## src/rtl/display_page_ctrl.sv

```systemverilog
// Page/freeze front end for a 4-digit hex display: debounced switch selects the
// 16-bit half of a 32-bit snapshot, debounced button freezes it; change flag and blink.
`timescale 1ns/1ps
module display_page_ctrl #(
   parameter int DEB_CYCLES   = 240000,
   parameter int FLAG_CYCLES  = 12000000,
   parameter int BLINK_CYCLES = 6000000
) (
   input  logic        clk,
   input  logic        rst,
   input  logic [31:0] data_in,
   input  logic        sw_page,
   input  logic        key_freeze_n,
   output logic [15:0] disp_word,
   output logic        page,
   output logic        frozen,
   output logic        new_flag,
   output logic        blank
);

   localparam int DATA_W = 32;
   localparam int HALF_W = DATA_W / 2;
   localparam int DEB_W  = $clog2(DEB_CYCLES + 1);
   localparam int FLAG_W = $clog2(FLAG_CYCLES + 1);
   localparam int BLK_W  = $clog2(BLINK_CYCLES + 1);

   localparam logic [DEB_W-1:0]  DEB_LAST  = DEB_W'(DEB_CYCLES - 1);
   localparam logic [DEB_W-1:0]  DEB_MAX   = '1;
   localparam logic [FLAG_W-1:0] FLAG_LOAD = FLAG_W'(FLAG_CYCLES);
   localparam logic [BLK_W-1:0]  BLK_LAST  = BLK_W'(BLINK_CYCLES - 1);

   typedef enum logic {LIVE = 1'b0, FROZEN = 1'b1} state_t;

   state_t state_q, state_d;

   logic              sw_s1, sw_s2, key_s1, key_s2;
   logic [DEB_W-1:0]  sw_cnt, key_cnt;
   logic              key_lvl;
   logic              sw_accept, key_accept, key_press;
   logic              vld_p0;
   logic [DATA_W-1:0] snap_p0;
   logic [HALF_W-1:0] disp_p1;
   logic [FLAG_W-1:0] flag_cnt;
   logic [BLK_W-1:0]  blk_cnt;

   // Key synchronizer idles at the released level so a button held through
   // reset is only seen after the full synchronizer + debounce path.
   always_ff @(posedge clk or posedge rst) begin
      if (rst) begin
         sw_s1  <= 1'b0;
         sw_s2  <= 1'b0;
         key_s1 <= 1'b1;
         key_s2 <= 1'b1;
      end else begin
         sw_s1  <= sw_page;
         sw_s2  <= sw_s1;
         key_s1 <= key_freeze_n;
         key_s2 <= key_s1;
      end
   end

   assign sw_accept  = (sw_s2 != page) && (sw_cnt == DEB_LAST);
   assign key_accept = (key_s2 != key_lvl) && (key_cnt == DEB_LAST);
   assign key_press  = key_accept && !key_s2;

   always_ff @(posedge clk or posedge rst) begin
      if (rst) begin
         page   <= 1'b0;
         sw_cnt <= '0;
      end else if (sw_s2 == page) begin
         sw_cnt <= '0;
      end else if (sw_accept) begin
         page   <= sw_s2;
         sw_cnt <= '0;
      end else if (sw_cnt != DEB_MAX) begin
         sw_cnt <= sw_cnt + 1'b1;
      end
   end

   always_ff @(posedge clk or posedge rst) begin
      if (rst) begin
         key_lvl <= 1'b1;
         key_cnt <= '0;
      end else if (key_s2 == key_lvl) begin
         key_cnt <= '0;
      end else if (key_accept) begin
         key_lvl <= key_s2;
         key_cnt <= '0;
      end else if (key_cnt != DEB_MAX) begin
         key_cnt <= key_cnt + 1'b1;
      end
   end

   always_ff @(posedge clk or posedge rst) begin
      if (rst) state_q <= LIVE;
      else     state_q <= state_d;
   end

   always_comb begin
      state_d = state_q;
      if (key_press) state_d = (state_q == LIVE) ? FROZEN : LIVE;
   end

   assign frozen = (state_q == FROZEN);
   assign vld_p0 = (state_q == LIVE);

   // p0: snapshot capture and change detection
   always_ff @(posedge clk or posedge rst) begin
      if (rst) begin
         snap_p0  <= '0;
         flag_cnt <= '0;
      end else begin
         if (vld_p0) snap_p0 <= data_in;
         if (vld_p0 && (data_in != snap_p0)) flag_cnt <= FLAG_LOAD;
         else if (flag_cnt != '0)             flag_cnt <= flag_cnt - 1'b1;
      end
   end

   assign new_flag = (flag_cnt != '0);

   // p1: halfword select toward the digit decoders
   always_ff @(posedge clk or posedge rst) begin
      if (rst) disp_p1 <= '0;
      else     disp_p1 <= page ? snap_p0[DATA_W-1:HALF_W] : snap_p0[HALF_W-1:0];
   end

   assign disp_word = disp_p1;

   // Blink phase restarts on every entry into and exit from FROZEN.
   always_ff @(posedge clk or posedge rst) begin
      if (rst) begin
         blk_cnt <= '0;
         blank   <= 1'b0;
      end else if ((state_q == FROZEN) && (state_d == FROZEN)) begin
         if (blk_cnt == BLK_LAST) begin
            blk_cnt <= '0;
            blank   <= ~blank;
         end else begin
            blk_cnt <= blk_cnt + 1'b1;
         end
      end else begin
         blk_cnt <= '0;
         blank   <= 1'b0;
      end
   end

endmodule
```

## config.mk

```make
export PLATFORM = sky130hd
export DESIGN_NAME = display_page_ctrl
export DESIGN_NICKNAME = d
export VERILOG_FILES = /design/src/rtl/display_page_ctrl.sv
export SDC_FILE = /design/constraint.sdc
export NUM_CORES = 1
export LEC_CHECK = 0
export CAP_MARGIN = 20
export CELL_PAD_IN_SITES_DETAIL_PLACEMENT = 0
export CELL_PAD_IN_SITES_GLOBAL_PLACEMENT = 1
export CORE_UTILIZATION = 46
export CTS_CLUSTER_SIZE = 8
export DETAILED_ROUTE_END_ITERATION = 10
export DONT_BUFFER_PORTS = 1
export MAX_ROUTING_LAYER = met4
export PLACE_DENSITY = 0.73
export REMOVE_ABC_BUFFERS = 1
export SYNTH_ARGS = -nofsm -noshare
export SYNTH_HDL_FRONTEND = slang
export SYNTH_SLANG_ARGS = --single-unit
```

## constraint.sdc

```tcl
create_clock -name clk -period 4.4 [get_ports clk]
set_clock_uncertainty 0.2 [all_clocks]
set_input_delay 0.44 -clock clk [delete_from_list [all_inputs] [get_ports clk]]
set_output_delay 0.44 -clock clk [all_outputs]
set_load 0.03 [all_outputs]
```

==> impl_metrics.tcl <==
set metrics [dict create \
    status "complete, no violations" \
    multiInputGateArea_sq_um 3220 \
    synth.area.top_cells "dfrtp_1 (50%), mux2_2 (8.2%), xnor2_1 (8.2%), nor2_1 (4.2%), xor2_1 (3.7%)" \
    row_count 44 \
    clock_path_buffers 2 \
    setup_viol 0 \
    grt_antenna_before_repair 0 \
    hold_viol_final 0 \
    post_synth_num_cell_types 49 \
    num_antenna_cells 0 \
    slew_headroom_pct 31.4 \
    gp_congestion 0.784 \
    power_density_nw_per_um2 355 \
    placed_area_sq_um 7030 \
    yosys_register_bits 139 \
    wirelength_um 13800 \
    clockPowerShare_pct 48.0 \
    period_minus_slack_ns 3.44 \
    holdCritStartpoint "sw_s1" \
    swShare_pct 22.8 \
    hold_depth 0 \
    synth_area_sq_um 6840 \
    die_h_um 124 \
    path_max_fanout 12 \
    seqCellArea_sq_um 3480 \
    h-tree-depth 4 \
    critPathKind "flop to output port" \
    p_int_mw 2.19 \
    fin_tns_setup_ns 0 \
    die_width_um 124 \
    grt-ovfl-total 0 \
    leakagePower_nw 3.11 \
    clock_latency_ns 0.42 \
    fillerInstances 1250 \
    drv_cap 0 \
    cts_resized 0 \
    p_comb_share_pct 4.4 \
    detail-route-antenna-nets 0 \
    regToRegSetupSlack_ns 1.38 \
    critPathCaptureType "output port" \
    fp.coreArea_sq_um 14500 \
    areaGrowthSynthToFinish_pct 16.6 \
    portBuffers 0 \
    seq_power_share_pct 47.6 \
    rr_endpoint "blk_cnt[21]" \
    drc_errors 0 \
    place_ws_ns 1.34 \
    synthCells 629 \
    yosys_warnings 0 \
    hp-class "flop to flop" \
    max_freq_mhz 291 \
    drtIter0Drc 243 \
    grt_pass1_wl_um 23800 \
    vias_per_cell 5.50 \
    post-cts-setup-buffers 0 \
    grt_max_degree 111 \
    worstReg2RegStart "key_cnt[0]" \
    period_share_pct 78.2 \
    finalPower_mw 2.83 \
    wl_per_cell_um 15.9 \
    p_sw_mw 0.647 \
    hpwlAfterDp_um 8990 \
    cp_data_required_time_ns 3.76 \
    fin_ws_ns 0.959 \
    synth_top_cell_area_share_pct 49.8 \
    synth_top_area_cell "dfrtp_1" \
    rr_worst_depth 8 \
    ys_seq_area_share_pct 50.9 \
    final_area_sq_um 7970 \
    numCtsBuffers 17 \
    slowest_stage "nor4_2" \
    grt_util_all_layers_pct 20.7 \
    post-route-util_pct 54.9 \
    crit_path_max_incr_delay_ns 0.89 \
    rsz0062_at_grt "false" \
    final_nets 711 \
    grt_pass1_vias 4819 \
    dp.cells 798 \
    async_reset_ff_share_pct 100 \
    arrival_ns 2.80 \
    drive_gt1_share_pct 16.1 \
    ioPinCount 56 \
    vias 4765 \
    crit_chain "or4_4 -> nor4_2 -> nand2_1" \
    worstHoldEndpoint "sw_s2" \
    synth.avg_cell_area_sq_um 10.9 \
    initial_utilization_pct 47.0 \
    cts_tree "built" \
    synth_edf_count 0 \
    instances_no_fill 866 \
    worst_pin_slew_ns 1.02 \
    cts_sinks 139 \
    critPathLaunchType "flop" \
    drtPass1Iterations 4 \
    path_clk_slew_ns 0.06 \
    synthFlopType "dfrtp_1" \
    clock-root-buffer "clkbuf_16" \
    drv_slew 0 \
    hold_slack_ns 0.148 \
    dieArea_sq_um 15400 \
    vdd_ir_drop_max_mv 0.244 \
]
## cell usage in the layout, fill, tap and decap left out, drive strengths merged, types with 4 or more instances in the layout
master / netlist / final
nand3: 36 / 36
or2: 5 / 5
clkbuf: 13 / 20
dlygate4sd3: 0 / 35
inv: 12 / 15
xnor2: 64 / 64
a2111oi: 5 / 5
a211oi: 6 / 6
xor2: 29 / 29
or3: 6 / 6
nand2b: 11 / 11
or4: 7 / 7
nand4: 24 / 24
a31oi: 5 / 5
o21ai: 6 / 6
mux2i: 4 / 4
buf: 7 / 6
nor3b: 5 / 5
mux2: 50 / 50
nor4: 14 / 14
dfrtp: 136 / 136
a21oi: 15 / 15
and3: 7 / 7
nand2: 26 / 26
clkinv: 0 / 6
ha: 6 / 6
nor3: 13 / 13
or4b: 4 / 4
nor2: 77 / 77
## final cells by class
class,instances,area share [%]
timing repair buffer,41,5.21
clock buffer,20,5.73
inverter,12,0.628
sequential,139,43.7
clock inverter,12,1.41
multi-input combinational,458,40.4
tap,184,2.89
## state kept, by name, indices dropped and copies added (netlist names)
signal and flops:
blank 1, disp_word 16, key_s1 1, sw_s2 1, snap_p0 32, frozen 1
key_s2 1, blk_cnt 23, page 1, flag_cnt 24, sw_s1 1, sw_cnt 18
key_lvl 1, key_cnt 18
## worst max path at each step
stage / from / to / cells past startpoint
floorplan: rst / blank / 1
global placement: flag_cnt[11] / new_flag / 3
detailed placement: key_cnt[0] / blk_cnt[21] / 8
CTS: flag_cnt[11] / new_flag / 3
global route: flag_cnt[11] / new_flag / 3
finish: flag_cnt[11] / new_flag / 3
## Yosys cell counts, types with 2 or more instances
library cell,n
nand3b_1,3
mux2_2,50
a21oi_1,15
nand2_1,26
dfstp_2,3
and2_1,3
or3b_2,2
or3_1,6
clkbuf_1,13
nor4_1,12
nor2b_1,2
xor2_1,29
nor3b_1,5
a2111oi_0,5
a211oi_1,6
or4_1,5
and3_1,7
xnor2_1,64
a21boi_0,2
nor2_1,77
a211o_1,3
dfrtp_1,136
mux2i_1,4
buf_2,6
nand2b_1,11
nand3_1,36
nor3_2,2
nand4_1,24
inv_1,12
and4_1,3
or2_2,5
a311oi_1,2
o21ai_0,6
a31oi_1,5
ha_1,6
nor4b_1,3
nor3_1,10
o31ai_1,3
or4_4,2
o2111ai_1,3
nor4_2,2
or4b_2,3
## layer usage
metal | track usage (%) | part of all wire (%) | vias up
met1 | 26.9 | 47 | 2352
met3 | 6.73 | 5.1 | 10
met2 | 31.4 | 47 | 82
met5 | - | 0 | -
li1 | - | - | 2321
met4 | 5.51 | 0.84 | 0
## critical path, delay by kind of cell (launching register included)
kind / cells / cell delay, ns
AND/OR/NAND/NOR: 3 / 1.96
flip-flops: 1 / 0.42
## logic make-up after synthesis
group           after synthesis  synth area share, %
buf+inv                      32                 1.92
compound gates               54                 5.64
simple gates                251                 19.7
fa+ha+maj                     6                 1.10
flops                       139                 50.9
xor+xnor                     93                 11.9
mux                          54                 8.82
## power groups by stage
stage / logic [mW] / registers [mW] / clock network (mW)
2_1_floorplan: 0.0790 / 1.36 / 0
3_3_place_gp: 0.0966 / 1.37 / 0
3_5_place_dp: 0.0989 / 1.37 / 0
4_1_cts: 0.125 / 1.35 / 1.40
5_1_grt: 0.141 / 1.35 / 1.46
6_report: 0.125 / 1.35 / 1.36
## timing repair
item | CTS | global route
endpoints found under the setup margin | 0 | 0
hold buffers | 35 | 0
hold endpoints to repair | 141 | 0
No activity file was read; power rests on OpenSTA's default activity.
